$ cat src/rtl/branch_predictor_if.sv
// Fetch/execute-side bundle for the branch predictor: lookup, resolution and statistics.
// The pipeline drives the master side; the predictor implements the slave side.
interface branch_predictor_if #(
    parameter int WIDTH = 32
);
    logic             en;
    logic [WIDTH-1:0] ifPC;
    logic             predictJump;
    logic [WIDTH-1:0] predictPC;
    logic             exValid;
    logic [WIDTH-1:0] exPC;
    logic [WIDTH-1:0] exTarget;
    logic [WIDTH-1:0] exPredPC;
    logic             exTaken;
    logic             exPredicted;
    logic             mispredict;
    logic [WIDTH-1:0] flushPC;
    logic [31:0]      branchCount;
    logic [31:0]      missCount;

    modport master (
        output en, ifPC, exValid, exPC, exTarget, exPredPC, exTaken, exPredicted,
        input  predictJump, predictPC, mispredict, flushPC, branchCount, missCount
    );

    modport slave (
        input  en, ifPC, exValid, exPC, exTarget, exPredPC, exTaken, exPredicted,
        output predictJump, predictPC, mispredict, flushPC, branchCount, missCount
    );
endinterface

$ cat src/rtl/branch_predictor.sv
// Direct-mapped BTB with 2-bit saturating counters, mispredict detection and statistics.
// The table is register-based because reset must clear every entry in one cycle.
module branch_predictor #(
    parameter int ENTRIES = 16,
    parameter int WIDTH   = 32
) (
    input logic               clk,
    input logic               rst,
    branch_predictor_if.slave bus
);
    localparam int IDXW = $clog2(ENTRIES);
    localparam int TAGW = WIDTH - IDXW - 2;

    logic             valid_reg  [ENTRIES];
    logic [TAGW-1:0]  tag_reg    [ENTRIES];
    logic [WIDTH-1:0] target_reg [ENTRIES];
    logic [1:0]       ctr_reg    [ENTRIES];
    logic [31:0]      branch_count_reg;
    logic [31:0]      miss_count_reg;

    logic [IDXW-1:0]  if_idx;
    logic [IDXW-1:0]  ex_idx;
    logic [TAGW-1:0]  if_tag;
    logic [TAGW-1:0]  ex_tag;
    logic             if_hit;
    logic             ex_hit;
    logic             update;
    logic             mispredict_next;
    logic             unused_low_bits;

    assign if_idx = bus.ifPC[IDXW+1:2];
    assign if_tag = bus.ifPC[WIDTH-1:IDXW+2];
    assign ex_idx = bus.exPC[IDXW+1:2];
    assign ex_tag = bus.exPC[WIDTH-1:IDXW+2];
    assign unused_low_bits = &{1'b0, bus.ifPC[1:0], bus.exPC[1:0]};

    // Lookup reads the registered table, so a same-cycle update is not yet visible.
    assign if_hit = valid_reg[if_idx] && (tag_reg[if_idx] == if_tag);
    assign ex_hit = valid_reg[ex_idx] && (tag_reg[ex_idx] == ex_tag);
    assign update = bus.en && bus.exValid;

    assign bus.predictJump = if_hit && ctr_reg[if_idx][1];
    assign bus.predictPC   = bus.predictJump ? target_reg[if_idx] : bus.ifPC + WIDTH'(4);

    assign mispredict_next = bus.exValid &&
                             (bus.exTaken ? (!bus.exPredicted || (bus.exPredPC != bus.exTarget))
                                          : bus.exPredicted);
    assign bus.mispredict  = mispredict_next;
    assign bus.flushPC     = bus.exTaken ? bus.exTarget : bus.exPC + WIDTH'(4);

    generate
        for (genvar gi = 0; gi < ENTRIES; gi++) begin : g_entry
            logic sel;
            assign sel = update && (ex_idx == IDXW'(gi));

            always_ff @(posedge clk) begin
                if (rst) begin
                    valid_reg[gi]  <= 1'b0;
                    tag_reg[gi]    <= '0;
                    target_reg[gi] <= '0;
                    ctr_reg[gi]    <= 2'b00;
                end else if (sel) begin
                    if (ex_hit) begin
                        if (bus.exTaken) begin
                            target_reg[gi] <= bus.exTarget;
                            if (ctr_reg[gi] != 2'b11)
                                ctr_reg[gi] <= ctr_reg[gi] + 2'b01;
                        end else if (ctr_reg[gi] != 2'b00) begin
                            ctr_reg[gi] <= ctr_reg[gi] - 2'b01;
                        end
                    end else if (bus.exTaken) begin
                        // Taken miss replaces whatever aliased here, starting weakly taken.
                        valid_reg[gi]  <= 1'b1;
                        tag_reg[gi]    <= ex_tag;
                        target_reg[gi] <= bus.exTarget;
                        ctr_reg[gi]    <= 2'b10;
                    end
                end
            end
        end
    endgenerate

    always_ff @(posedge clk) begin
        if (rst) begin
            branch_count_reg <= '0;
            miss_count_reg   <= '0;
        end else if (update) begin
            branch_count_reg <= branch_count_reg + 32'd1;
            if (mispredict_next)
                miss_count_reg <= miss_count_reg + 32'd1;
        end
    end

    assign bus.branchCount = branch_count_reg;
    assign bus.missCount   = miss_count_reg;
endmodule

$ cat src/flat_wrapper.sv
// flat-port wrapper written by rule: the top's interface ports become plain ports
module branch_predictor_flat 
#(
    parameter int ENTRIES = 16,
    parameter int WIDTH   = 32
)
  (clk, rst, bus_en, bus_ifPC, bus_exValid, bus_exPC, bus_exTarget, bus_exPredPC, bus_exTaken, bus_exPredicted, bus_predictJump, bus_predictPC, bus_mispredict, bus_flushPC, bus_branchCount, bus_missCount);
  branch_predictor_if #(.WIDTH(WIDTH)) bus_i ();
  input logic clk;
  input logic rst;
  input wire logic [$bits(bus_i.en)-1:0] bus_en;
  input wire logic [$bits(bus_i.ifPC)-1:0] bus_ifPC;
  input wire logic [$bits(bus_i.exValid)-1:0] bus_exValid;
  input wire logic [$bits(bus_i.exPC)-1:0] bus_exPC;
  input wire logic [$bits(bus_i.exTarget)-1:0] bus_exTarget;
  input wire logic [$bits(bus_i.exPredPC)-1:0] bus_exPredPC;
  input wire logic [$bits(bus_i.exTaken)-1:0] bus_exTaken;
  input wire logic [$bits(bus_i.exPredicted)-1:0] bus_exPredicted;
  output wire logic [$bits(bus_i.predictJump)-1:0] bus_predictJump;
  output wire logic [$bits(bus_i.predictPC)-1:0] bus_predictPC;
  output wire logic [$bits(bus_i.mispredict)-1:0] bus_mispredict;
  output wire logic [$bits(bus_i.flushPC)-1:0] bus_flushPC;
  output wire logic [$bits(bus_i.branchCount)-1:0] bus_branchCount;
  output wire logic [$bits(bus_i.missCount)-1:0] bus_missCount;
  assign bus_i.en = bus_en;
  assign bus_i.ifPC = bus_ifPC;
  assign bus_i.exValid = bus_exValid;
  assign bus_i.exPC = bus_exPC;
  assign bus_i.exTarget = bus_exTarget;
  assign bus_i.exPredPC = bus_exPredPC;
  assign bus_i.exTaken = bus_exTaken;
  assign bus_i.exPredicted = bus_exPredicted;
  assign bus_predictJump = bus_i.predictJump;
  assign bus_predictPC = bus_i.predictPC;
  assign bus_mispredict = bus_i.mispredict;
  assign bus_flushPC = bus_i.flushPC;
  assign bus_branchCount = bus_i.branchCount;
  assign bus_missCount = bus_i.missCount;
  branch_predictor #(.ENTRIES(ENTRIES), .WIDTH(WIDTH)) u_core (.clk(clk), .rst(rst), .bus(bus_i));
endmodule
$ cat config.mk
export PLATFORM = sky130hd
export DESIGN_NAME = branch_predictor_flat
export DESIGN_NICKNAME = d
export VERILOG_FILES = /design/src/rtl/branch_predictor_if.sv /design/src/rtl/branch_predictor.sv /design/src/flat_wrapper.sv
export SDC_FILE = /design/constraint.sdc
export NUM_CORES = 2
export LEC_CHECK = 0
export BUFFER_PORTS_ARGS = -buffer_cell sky130_fd_sc_hd__buf_4
export CAP_MARGIN = 20
export CORE_AREA = 8 8 435 437
export DETAILED_ROUTE_END_ITERATION = 16
export DIE_AREA = 0 0 443 445
export GPL_ROUTABILITY_DRIVEN = 0
export HOLD_SLACK_MARGIN = 0.12
export PLACE_DENSITY_LB_ADDON = 0.05
export SETUP_SLACK_MARGIN = 0.2
export SYNTH_ARGS = -nofsm -noshare
export SYNTH_HDL_FRONTEND = slang
export SYNTH_SLANG_ARGS = --single-unit
$ cat constraint.sdc
create_clock -name clk -period 4.8 [get_ports clk]
set_clock_uncertainty 0.05 [all_clocks]
set_input_delay 0 -clock clk [delete_from_list [all_inputs] [get_ports clk]]
set_output_delay 0 -clock clk [all_outputs]
set_load 0.01 [all_outputs]
=== Word-level counts from Yosys, hierarchy flattened ===
Memory sizes are Yosys's and may differ from the RTL's.
Cells that the tools add are included.

* Register bits after elaboration: 64
* Bits of input ports: 134
* Memories kept: 4
* Bits in writable memories: 976
* Logic and storage cells: 637

{| class="wikitable"
|+ Memory list
! memory !! depth !! bits a word !! rd ports !! clocked after Yosys merged registers in !! wr ports !! line !! source
|-
| u_core.target_reg || 16 || 32 || 1 || 0 || 16 || branch_predictor.sv:16 || <nowiki>logic [WIDTH-1:0] target_reg [ENTRIES];</nowiki>
|-
| u_core.tag_reg || 16 || 26 || 2 || 0 || 16 || branch_predictor.sv:15 || <nowiki>logic [TAGW-1:0] tag_reg [ENTRIES];</nowiki>
|-
| u_core.ctr_reg || 16 || 2 || 17 || 0 || 16 || branch_predictor.sv:17 || <nowiki>logic [1:0] ctr_reg [ENTRIES];</nowiki>
|-
| u_core.valid_reg || 16 || 1 || 2 || 0 || 16 || branch_predictor.sv:14 || <nowiki>logic valid_reg [ENTRIES];</nowiki>
|}

* Bitwise operators: 112
* Multiplexer cells: 408
* $add $sub $neg: 36
* Equal/unequal tests: 34
* Reductions and logical operators: 41

{| class="wikitable"
|+ Operators with widths
! cell !! number
|-
| $mux 32 || 34
|-
| $mux 26 || 16
|-
| $mux 1 || 310
|-
| $or 1x1->1 || 112
|-
| $mux 2 || 48
|-
| $add 32x1->32 const B || 2
|-
| $add 32x3->32 const B || 2
|-
| $eq 26x26->1 || 2
|-
| $add 2x1->2 const B || 16
|-
| $eq 4x4->1 const B || 8
|-
| $ne 2x2->1 const B || 16
|-
| $ne 32x32->1 || 1
|-
| $reduce_bool 2->1 || 16
|-
| $sub 2x1->2 const B || 16
|-
| $logic_and 1x1->1 || 21
|-
| $eq 4x3->1 const B || 4
|-
| $eq 4x2->1 const B || 2
|-
| $eq 4x1->1 const B || 1
|-
| $logic_not 4->1 || 1
|-
| $reduce_and 2->1 || 1
|-
| $logic_not 1->1 || 1
|-
| $logic_or 1x1->1 || 1
|}

=== Longest topological paths before layout ===
An unclocked memory read counts as a cell.

* Word-level depth: 11
* Mapped depth: 17

=== Worst setup path before layout ===
Ideal clock, no wire load.

* Path kind: input port to flip-flop
* From: input port bus_exPC[3]
* To: memory u_core.tag_reg[0][0] in the netlist's numbering, enable pin
* Library setup time: 449 ps
* Required time: 4301 ps
* Setup slack: -40 ps
* Data arrival time: 4341 ps
* Path buffers: 5
* Stages on the path: 12
* Path through: buf_2 -> buf_2 -> clkbuf_1 -> buf_2 -> mux4_2 -> mux2i_1 -> xor2_1 -> a41oi_1 -> nor4_4 -> nand2b_1 -> clkbuf_2 -> o21ai_0

{| class="wikitable"
|+ RTL lines
! what !! line !! source
|-
| start, declared || flat_wrapper.sv:14 || <nowiki>input wire logic [$bits(bus_i.exPC)-1:0] bus_exPC;</nowiki>
|-
| end, declared || branch_predictor.sv:15 ||
|}

==> flow_summary.json <==
{
  "status": "finished, final reports clean",
  "synth_nets": 4065,
  "postCtsSetupBuffers": 0,
  "vias_per_cell": 5.13,
  "synthTopCellsByCount": "edfxtp_1 (975), and2_1 (906), mux4_2 (372)",
  "worstSetupStartpointType": "flop",
  "hold_path_class": "input port to flop",
  "largest_reg_flops": 512,
  "rsz0062_at_grt": "false",
  "async_flop_share_pct": 0,
  "ys_ff_latch": 1040,
  "vias": 34595,
  "p_int_uw": 17200,
  "post-dp-hpwl_um": 146000,
  "rows": 157,
  "cp-end-kind": "flop",
  "crit_path_max_fanout": 24,
  "dieArea_um2": 197000,
  "required_ns": 5.27,
  "grt_pass1_vias": 35488,
  "numPortBuffers": 263,
  "avgSynthCellArea_um2": 13.9,
  "crit_family": "simple AND/OR/NAND/NOR gates",
  "dieHeight_um": 445,
  "reg2reg_depth": 11,
  "min_from": "bus_exTarget[4]",
  "netlist_area_um2": 54300,
  "overflow": 0,
  "clk_pin_slew_worst_paths_ns": 0.06,
  "cp_cell_sequence": "mux4_2, mux2i_1, xnor2_1, nor4_1, o21ai_1, or4_1, nor4_4, buf_4, buf_4, o21ai_1, a22o_1",
  "drive_gt1_share_pct": 26.7,
  "core-area_um2": 182000,
  "worst_r2r_endpoint": "u_core.ctr_reg[14][1]",
  "nFillCells": 17235,
  "cts_tree": "built",
  "worstMarginPinSlew_ns": 1.16,
  "setup.worst_path.class": "flop to flop",
  "drt_wl_total_um": 222000,
  "min_period_over_period_pct": 93.2,
  "h-tree-depth": 4,
  "wl_per_cell_um": 33.0,
  "max_slew_margin_pct": 23.0,
  "r2r_start": "u_core.tag_reg[2][17]",
  "regArea_um2": 30600,
  "power_density_nw_per_um2": 355,
  "clock_sinks": 1040,
  "syn_to_final_growth_pct": 20.5,
  "crit_slowest_cell": "or4_1",
  "fin_ws_ns": 0.329,
  "die_w_um": 443,
  "cts_made_buffers": 133,
  "holdPathStages": 3,
  "vdd_drop_max_mv": 0.262,
  "clock_path_buffers": 3,
  "synth_top_cell_area_share_pct": 54.0,
  "multi_input_area_um2": 22300,
  "cpPeakStageDelay_ns": 0.68,
  "power.leakage_uw": 0.0228,
  "synth_area_leaders": "edfxtp_1 (54%), mux4_2 (15%), and2_1 (10%), dfxtp_1 (2.4%), clkbuf_1 (1.8%)",
  "power_frac_clock_pct": 42.9,
  "root_buffer": "clkbuf_16",
  "max_freq_mhz": 224,
  "ys_types": 71,
  "synth_edf_count": 975,
  "nets": 4412,
  "seqPwrFrac_pct": 45.5,
  "synthCells": 3894,
  "arrival_ns": 4.94,
  "dpl_worst_slack_ns": 0.210,
  "p_total_uw": 23200,
  "drv_cap": 0,
  "drtIter0Drc": 3088,
  "swShare_pct": 25.8,
  "antenna_found_initial": 22,
  "synth_top_area_cell": "edfxtp_1",
  "grt_pass1_wl_um": 305000,
  "hold_path_end": "u_core.target_reg[12][4]",
  "cp.buffers_inverters": 2,
  "ios": 264,
  "min_period_ns": 4.47,
  "clk_latency_ns": 0.79,
  "antenna_left": 0,
  "yosysSeqAreaShare_pct": 56.4,
  "start_util_pct": 29.8,
  "drc": 0,
  "p_sw_uw": 5980,
  "rrSetupSlack_ns": 0.33,
  "yosys_warnings": 0,
  "setup_viol": 0,
  "grt_max_degree": 70,
  "drv_slew": 0,
  "synth.most_common_cell": "edfxtp_1",
  "combPwrFrac_pct": 11.6,
  "hold_viol": 0,
  "grt_use_total_pct": 22.0,
  "ys.flop_type": "edfxtp_1",
  "firstDrtPassIters": 5
}
## through the flow
| step | std cells | cell area (um^2) | hold WS (ns) | setup TNS, ns | utilization (%) |
|---|---|---|---|---|---|
| after floorplan | 3894 | 54300 | 0.101 | -8.58 | - |
| after global placement | 6412 | 60300 | 0.258 | 0 | 33.1 |
| after detailed placement | 6414 | 60300 | 0.257 | 0 | 33.1 |
| after CTS | 6729 | 65300 | 0.124 | 0 | 35.9 |
| after global routing | 6731 | 65300 | 0.170 | 0 | 35.9 |
| final | 6739 | 65400 | 0.190 | 0 | 35.9 |
## timing repair
action                                  4_1_cts  5_1_grt
hold buffers                                 77        0
hold endpoints to repair                   1033        0
gates resized for setup                       2        0
endpoints found under the setup margin       32        0
## metal layers
layer  share of wire (%)  wire, um  global-route usage (%)
met1                  45    101000                    30.5
met2                  46    103000                    34.9
met3                 5.6     12500                    4.48
met4                 3.0      6630                    6.54
met5               0.039        86                       0
## placed cells by master, fill, tap and decap left out, types with 9 or more instances in the layout
cell type	synthesis	final
clkbuf_1	256	31
nand4_1	37	37
buf_12	5	41
dfxtp_1	65	65
bufinv_16	0	10
o21ai_4	0	17
inv_1	83	82
mux4_2	372	372
buf_4	8	428
and2_1	906	906
clkinv_2	0	26
o21ai_1	16	16
and3_1	18	18
ha_1	37	37
nor2b_1	16	16
mux2i_1	80	80
nor2_1	116	99
xor2_1	103	103
nor3_2	0	15
clkbuf_16	0	137
a21oi_1	49	49
or3_1	22	22
nor3_1	49	34
a22o_1	21	21
a22oi_1	13	13
edfxtp_1	975	975
a221oi_1	9	9
nor2_4	0	17
o21ai_0	79	62
nand3_1	76	76
o221ai_1	16	16
xnor2_1	81	81
diode_2	0	10
nand2_1	127	111
clkinv_1	0	25
nor4_1	60	58
mux2_2	46	46
nand2_2	0	15
dlygate4sd3_1	0	77
## power by group through the flow
stage | registers (uW) | clock network [uW] | logic [uW]
2_1_floorplan | 10700 | 0 | 1390
4_1_cts | 10600 | 10200 | 2730
5_1_grt | 10600 | 10500 | 2820
3_3_place_gp | 10700 | 0 | 2670
6_report | 10600 | 9950 | 2680
3_5_place_dp | 10700 | 0 | 2660
## worst max path at each step
| stage | cells past startpoint | from | to | slack, ns |
|---|---|---|---|---|
| floorplan | 12 | bus_exPC[3] | u_core.tag_reg[0][0] | -0.04 |
| global placement | 13 | bus_exPC[2] | u_core.ctr_reg[13][1] | 0.17 |
| detailed placement | 13 | bus_exPC[2] | u_core.tag_reg[11][11] | 0.21 |
| CTS | 11 | u_core.tag_reg[0][5] | bus_predictPC[10] | 0.27 |
| global route | 13 | u_core.tag_reg[0][19] | u_core.tag_reg[11][6] | 0.22 |
| finish | 11 | u_core.tag_reg[2][17] | u_core.ctr_reg[14][1] | 0.33 |
## tightest hold or removal path: stages
cell and delay, ns:
dlygate4sd3_1 0.53, buf_4 0.23, and2_1 0.15
## layout make-up
| cell class | count | area share (%) |
|---|---|---|
| clock buffers | 168 | 5.42 |
| flip-flops and latches | 1040 | 46.8 |
| diodes | 10 | 0.0383 |
| multi-input cells | 2430 | 34.2 |
| well taps | 2385 | 4.57 |
| inverters | 83 | 0.479 |
| clock inverters | 70 | 1.01 |
| repair buffers | 553 | 7.51 |
## logic make-up (layout without fill, tap and decap cells)
kind of cell,after synthesis,in the layout,share of synthesized area (%)
simple gates,1461,1461,15.6
flops,1040,1040,56.4
other cells,0,10,0
fa+ha+maj,37,37,0.853
mux,498,498,17.9
buf+inv,424,874,3.33
xor+xnor,184,184,2.97
compound gates,250,250,2.99
Power figures use the tool's default switching activity.
